`src/rtl/time_skew_pkg.sv`:
```
// Shared widths and record types for the two-stage skew generator.
// A word carries the stage-1 MSBs above the stage-2 LSBs, matching din_i[5:3]/[2:0].
package time_skew_pkg;

  localparam int MSB_W  = 3;
  localparam int LSB_W  = 3;
  localparam int DATA_W = MSB_W + LSB_W;

  typedef struct packed {
    logic [MSB_W-1:0] msb;
    logic [LSB_W-1:0] lsb;
  } word_t;

  typedef struct packed {
    logic             valid;
    logic [LSB_W-1:0] lsb;
  } lsb_slot_t;

endpackage

```
`src/rtl/time_skew_fifo.sv`:
```
// First-word-fall-through FIFO with occupancy count; the head entry is visible on rdata while not empty.
// A word written at one edge is readable from the next edge only (no empty bypass).
module time_skew_fifo
  import time_skew_pkg::*;
#(
  parameter int  DEPTH = 4,
  parameter type T     = word_t
) (
  input  logic                         clk,
  input  logic                         rst,
  input  logic                         push,
  input  T                             wdata,
  input  logic                         pop,
  output T                             rdata,
  output logic                         full,
  output logic                         empty,
  output logic [$clog2(DEPTH+1)-1:0]   level
);

  localparam int AW    = $clog2(DEPTH);
  localparam int LVL_W = $clog2(DEPTH+1);

  T                 mem [DEPTH];
  logic [AW-1:0]    wr_ptr;
  logic [AW-1:0]    rd_ptr;
  logic [LVL_W-1:0] count;
  logic             do_push;
  logic             do_pop;

  assign full    = (count == LVL_W'(DEPTH));
  assign empty   = (count == '0);
  assign do_push = push && !full;
  assign do_pop  = pop && !empty;
  assign rdata   = mem[rd_ptr];
  assign level   = count;

  // DEPTH is a power of two, so the pointers wrap naturally.
  always_ff @(posedge clk or posedge rst) begin
    if (rst) begin
      wr_ptr <= '0;
      rd_ptr <= '0;
      count  <= '0;
    end else begin
      if (do_push) wr_ptr <= wr_ptr + 1'b1;
      if (do_pop)  rd_ptr <= rd_ptr + 1'b1;
      case ({do_push, do_pop})
        2'b10:   count <= count + 1'b1;
        2'b01:   count <= count - 1'b1;
        default: count <= count;
      endcase
    end
  end

  always_ff @(posedge clk) begin
    if (do_push) mem[wr_ptr] <= wdata;
  end

endmodule

```
`src/rtl/time_skew_2stage.sv`:
```
// Skew generator: emits each word's MSBs on pop and its LSBs SKEW enabled edges later.
// en_i low freezes pop and shift; the output data holds while both valids drop for that cycle.
module time_skew_2stage
  import time_skew_pkg::*;
#(
  parameter int DEPTH = 4,
  parameter int SKEW  = 1
) (
  input  logic                        clk_i,
  input  logic                        reset_i,
  input  logic [DATA_W-1:0]           din_i,
  input  logic                        din_valid_i,
  output logic                        din_ready_o,
  input  logic                        en_i,
  output logic [MSB_W-1:0]            msb_o,
  output logic                        msb_valid_o,
  output logic [LSB_W-1:0]            lsb_o,
  output logic                        lsb_valid_o,
  output logic [$clog2(DEPTH+1)-1:0]  level_o
);

  word_t     head;
  logic      full;
  logic      empty;
  logic      push;
  logic      pop;
  lsb_slot_t slot_in;
  lsb_slot_t sr [SKEW];

  // Handshake: a word transfers at a rising edge where din_valid_i && din_ready_o;
  // ready depends only on fullness and reset, never on en_i or a same-cycle pop.
  assign din_ready_o = !full && !reset_i;
  assign push        = din_valid_i && din_ready_o;
  assign pop         = en_i && !empty;

  time_skew_fifo #(
    .DEPTH (DEPTH),
    .T     (word_t)
  ) u_fifo (
    .clk   (clk_i),
    .rst   (reset_i),
    .push  (push),
    .wdata (word_t'(din_i)),
    .pop   (pop),
    .rdata (head),
    .full  (full),
    .empty (empty),
    .level (level_o)
  );

  always_comb begin
    slot_in = '0;
    if (pop) begin
      slot_in.valid = 1'b1;
      slot_in.lsb   = head.lsb;
    end
  end

  // sr[0] takes the slot at the pop edge; the output register adds the final stage,
  // giving SKEW enabled edges between msb_o and lsb_o of the same word.
  always_ff @(posedge clk_i or posedge reset_i) begin
    if (reset_i) begin
      msb_o       <= '0;
      msb_valid_o <= 1'b0;
      lsb_o       <= '0;
      lsb_valid_o <= 1'b0;
      for (int i = 0; i < SKEW; i++) sr[i] <= '0;
    end else if (en_i) begin
      msb_o       <= pop ? head.msb : '0;
      msb_valid_o <= pop;
      sr[0]       <= slot_in;
      for (int i = 1; i < SKEW; i++) sr[i] <= sr[i-1];
      lsb_o       <= sr[SKEW-1].lsb;
      lsb_valid_o <= sr[SKEW-1].valid;
    end else begin
      msb_valid_o <= 1'b0;
      lsb_valid_o <= 1'b0;
    end
  end

endmodule

```
`config.mk`:
```
export PLATFORM = sky130hd
export DESIGN_NAME = time_skew_2stage
export DESIGN_NICKNAME = d
export VERILOG_FILES = /design/src/rtl/time_skew_pkg.sv /design/src/rtl/time_skew_fifo.sv /design/src/rtl/time_skew_2stage.sv
export SDC_FILE = /design/constraint.sdc
export NUM_CORES = 1
export LEC_CHECK = 0
export ABC_AREA = 1
export BUFFER_PORTS_ARGS = -buffer_cell sky130_fd_sc_hd__buf_4
export CORE_MARGIN = 4
export CORE_UTILIZATION = 45
export DETAILED_ROUTE_END_ITERATION = 8
export PLACE_DENSITY = 0.66
export RECOVER_POWER = 25
export SYNTH_ARGS = -nofsm -noshare
export SYNTH_HDL_FRONTEND = slang
export SYNTH_SLANG_ARGS = --single-unit
```
`constraint.sdc`:
```
create_clock -name clk_i -period 3.7 [get_ports clk_i]
set_input_delay 0.185 -clock clk_i [delete_from_list [all_inputs] [get_ports clk_i]]
set_output_delay 0.185 -clock clk_i [all_outputs]
set_load 0.02 [all_outputs]
```
==> summary.txt <==
Clock network
  – Sinks on Clock Net: between 40 and 50
  – TritonCTS clock tree: built
  – Maximum level of the CTS H-tree: 2
  – Hold-fix buffers, CTS: 0
  – Buffer count from post-CTS setup fixing: 0
  – Clk Latency, worst-skew pair: around 0.29 ns
  – CTS clk-pin slew, worst paths: 0.08 ns
  – Clock buffer depth: 2
  – Root buf cell: sky130_fd_sc_hd__clkbuf_8
  – Total clock buffers created by CTS: 5
  – # resized after CTS: 0

Detailed routing
  – Final Routed Wirelength: approximately 3000 µm
  – Total number of vias: about 1100
  – DR pass1 iterations: 4
  – Routed length per placed instance: 12.72 µm
  – Post-route DRC violation count: 0
  – Detailed router's first-iteration violation count: a little under 60
  – Number of vias per cell: between 4 and 5
  – Post-route ant nets: 0

Timing
  – Hold Worst Slack: 0.04665 ns
  – Pins Over Slew Limit: 0
  – PnR worst setup slack: between 1.5 and 2 ns
  – Worst-margin pin slew: between 0.7 and 0.8 ns
  – Endpoints failing setup: 0
  – Hold violation count in the final report: 0
  – Achievable Freq: about 0.5 GHz
  – Setup repair after global routing missed its margin: no
  – Slew margin rel.: between 40% and 50%
  – Skew final: roughly 0.0075 ns
  – Min cycle time layout: about 2.0 ns
  – Portion of the clock cycle consumed by the worst path in the final layout: between 50% and 60%
  – Post-Route Setup TNS: 0 ns

GRT
  – Antenna violations before repair: 0
  – Pin count of the biggest net entering global routing: 23
  – Global-route wire length before repair: 5154 µm
  – Via count of the first global-routing pass: 1117
  – Total global-route track usage: about an eighth
  – Final global-route overflow total: 0

Setup path
  – Worst Setup SP: u_fifo.level[0]
  – Data arrival time at the worst-slack endpoint: about 2.2 ns
  – Worst reg2reg path startpoint: u_fifo.level[0]
  – Count of cells along the worst register-to-register path: 9
  – Type of element launching the critical path: register
  – Max Fanout on Critical Path: 7
  – Data required time at the worst endpoint: approximately 3.9 ns
  – Kind of capture point of the worst setup path: register
  – Worst setup path category: reg2reg
  – End of the worst register-to-register path: u_fifo.level[2]
  – Setup slack of the worst register-to-register path: ~1.7 ns

Logic synthesis
  – Proportion of synthesized chip area in sequential cells: between 60% and 70%
  – Post-synthesis net count: between 150 and 200
  – Cell area after synthesis: ~1800 µm²
  – Yosys warning count: 0
  – Area share of the largest cell type after synthesis: 39.97%
  – Top cell type by total area after synthesis: sky130_fd_sc_hd__edfxtp_1
  – Cell count after synthesis: around 160
  – Average cell area after synthesis: 10.99 µm²
  – Cell variety after synth: 20
  – Top cells by area, synth: sky130_fd_sc_hd__edfxtp_1, sky130_fd_sc_hd__dfrtp_1, sky130_fd_sc_hd__nand2_1, sky130_fd_sc_hd__nand3_1, sky130_fd_sc_hd__ha_1
  – Flip-flop and latch count after synthesis: 43

Floorplanning
  – Die width: 71.30 µm
  – Die height: between 70 and 80 µm
  – Std cell rows: 22
  – Count of boundary I/O pins: 22
  – Placeable core area: 3771 µm²
  – Initial Util: between 40% and 50%
  – Area of the die: roughly 5000 µm²

Power
  – Switching power share of the total: about a third
  – Switching power: 0.5768 mW
  – Flop pwr share: 43.7%
  – IR Drop Worst-Case VDD: between 0.0002 and 0.0003 V
  – Static leakage: ~0.94 nW
  – Power per unit of standard cell area: 795.8 nW/µm²
  – Total power draw: between 1.5 and 2 mW
  – Internal cell power: about 1.1 mW
  – Part of the total power dissipated in the clock network: about a quarter
  – Combinational group share of total power: a little under a third

Finish
  – Layout-stage area growth over the synthesis result: 16.79%
  – Flip-flop and latch area: about 1200 µm²
  – Final net count: around 200
  – Filler cell count in the final layout: ~320
  – Area taken by multi-input logic gates: between 500 and 600 µm²
  – Leading cell type in the layout, fill and taps excluded: sky130_fd_sc_hd__nand2_1
  – # diodes: 0
  – Ratio of cells with drive above 1 in the final layout: about 14%
  – Leading cell types in the layout, fill and taps excluded: sky130_fd_sc_hd__nand2_1, sky130_fd_sc_hd__edfxtp_1, sky130_fd_sc_hd__nand3_1, sky130_fd_sc_hd__dfrtp_1, sky130_fd_sc_hd__inv_1

Place
  – HPWL after detailed placement: between 2000 and 2500 µm
  – Number of I/O port buffers: 21
  – Setup Slack @ Placement: between 1 and 1.5 ns
  – Placer's final routability congestion estimate: just over 0.7

Outcome
  – Result of the run: finished clean

Min path
  – Path type of the worst min-delay path: in2async

Run
  – Max-capacitance violation count: 0
## worst max-delay path by stage
stage | to | slack, ns | depth (start not counted)
after global routing | u_fifo.level[1] | 1.55 | 7
after CTS | u_fifo.level[2] | 1.69 | 9
after global placement | u_fifo.level[1] | 1.56 | 7
final | u_fifo.level[2] | 1.69 | 9
after floorplan | u_fifo.level[2] | 1.79 | 9
after detailed placement | u_fifo.level[1] | 1.44 | 7
## state kept, by name, summed over array words and instances (netlist names)
signal         flops
lsb_o              3
msb_valid_o        1
sr                 4
u_fifo.mem        24
u_fifo.level       3
u_fifo.wr_ptr      2
u_fifo.rd_ptr      2
msb_o              3
lsb_valid_o        1
## metal layers
metal / global-route usage [%] / vias to the layer above / routed length (µm)
met1: 17.19 / 524 / 1419
met5: 0 / - / 0
met3: 4.348 / 6 / 206
met2: 19.59 / 33 / 1345
li1: - / 574 / -
met4: 4.384 / 0 / 42
## power groups by stage
stage,clock network [mW],logic [mW],registers (mW)
3_5_place_dp,0,0.530,0.741
2_1_floorplan,0,0.347,0.763
4_1_cts,0.433,0.531,0.733
5_1_grt,0.457,0.590,0.749
3_3_place_gp,0,0.513,0.739
6_report,0.425,0.519,0.732
## cell usage after synthesis
master / n
sky130_fd_sc_hd__nand2_1: 59
sky130_fd_sc_hd__edfxtp_1: 24
sky130_fd_sc_hd__dfrtp_1: 19
sky130_fd_sc_hd__nand3_1: 19
sky130_fd_sc_hd__inv_1: 16
sky130_fd_sc_hd__ha_1: 5
sky130_fd_sc_hd__nor2_1: 4
sky130_fd_sc_hd__buf_2: 2
sky130_fd_sc_hd__nand4_1: 2
sky130_fd_sc_hd__o21ai_0: 2
sky130_fd_sc_hd__xnor2_1: 2
sky130_fd_sc_hd__xor2_1: 2
sky130_fd_sc_hd__a21oi_1: 1
sky130_fd_sc_hd__a21oi_4: 1
sky130_fd_sc_hd__buf_4: 1
sky130_fd_sc_hd__buf_6: 1
sky130_fd_sc_hd__fa_1: 1
sky130_fd_sc_hd__inv_2: 1
sky130_fd_sc_hd__nand3_2: 1
sky130_fd_sc_hd__nor2_4: 1
## stage by stage
step | cell area [µm²] | cells | utilization, %
after floorplan | 1803 | 164 | -
after global placement | 1992 | 229 | 52.82
after detailed placement | 1992 | 229 | 52.82
after CTS | 2128 | 237 | 56.44
after global routing | 2106 | 237 | 55.84
final | 2106 | 237 | 55.84
## worst max-delay path: stages, from the launching register on
cell                      delay [ns]
sky130_fd_sc_hd__dfrtp_1        0.45
sky130_fd_sc_hd__nor2_4         0.20
sky130_fd_sc_hd__nand2_1        0.14
sky130_fd_sc_hd__nand3_2        0.16
sky130_fd_sc_hd__ha_1           0.20
sky130_fd_sc_hd__inv_1          0.07
sky130_fd_sc_hd__fa_1           0.38
sky130_fd_sc_hd__nand2_1        0.08
sky130_fd_sc_hd__nand3_1        0.09
sky130_fd_sc_hd__xor2_1         0.14
## area by class of cell
type / count / share of cell area [%]
clock inverters: 3 / 3.209
flip-flops and latches: 43 / 56.80
repair buffers: 21 / 6.417
well taps: 48 / 2.852
clock buffers: 5 / 3.268
multi-input cells: 100 / 24.42
inverters: 17 / 3.030
## cell families (layout without fill, tap and decap cells)
logic type / count (synthesis) / in the layout / share of synthesized area (%)
adder cells (fa/ha/maj): 6 / 6 / 4.580
flip-flops: 43 / 43 / 66.34
XOR/XNOR: 4 / 4 / 1.943
AO/OA/AOI/OAI: 4 / 4 / 1.735
AND/OR/NAND/NOR: 86 / 86 / 20.26
buffers and inverters: 21 / 46 / 5.135
Note: power is estimated with default switching activity, not from simulation.
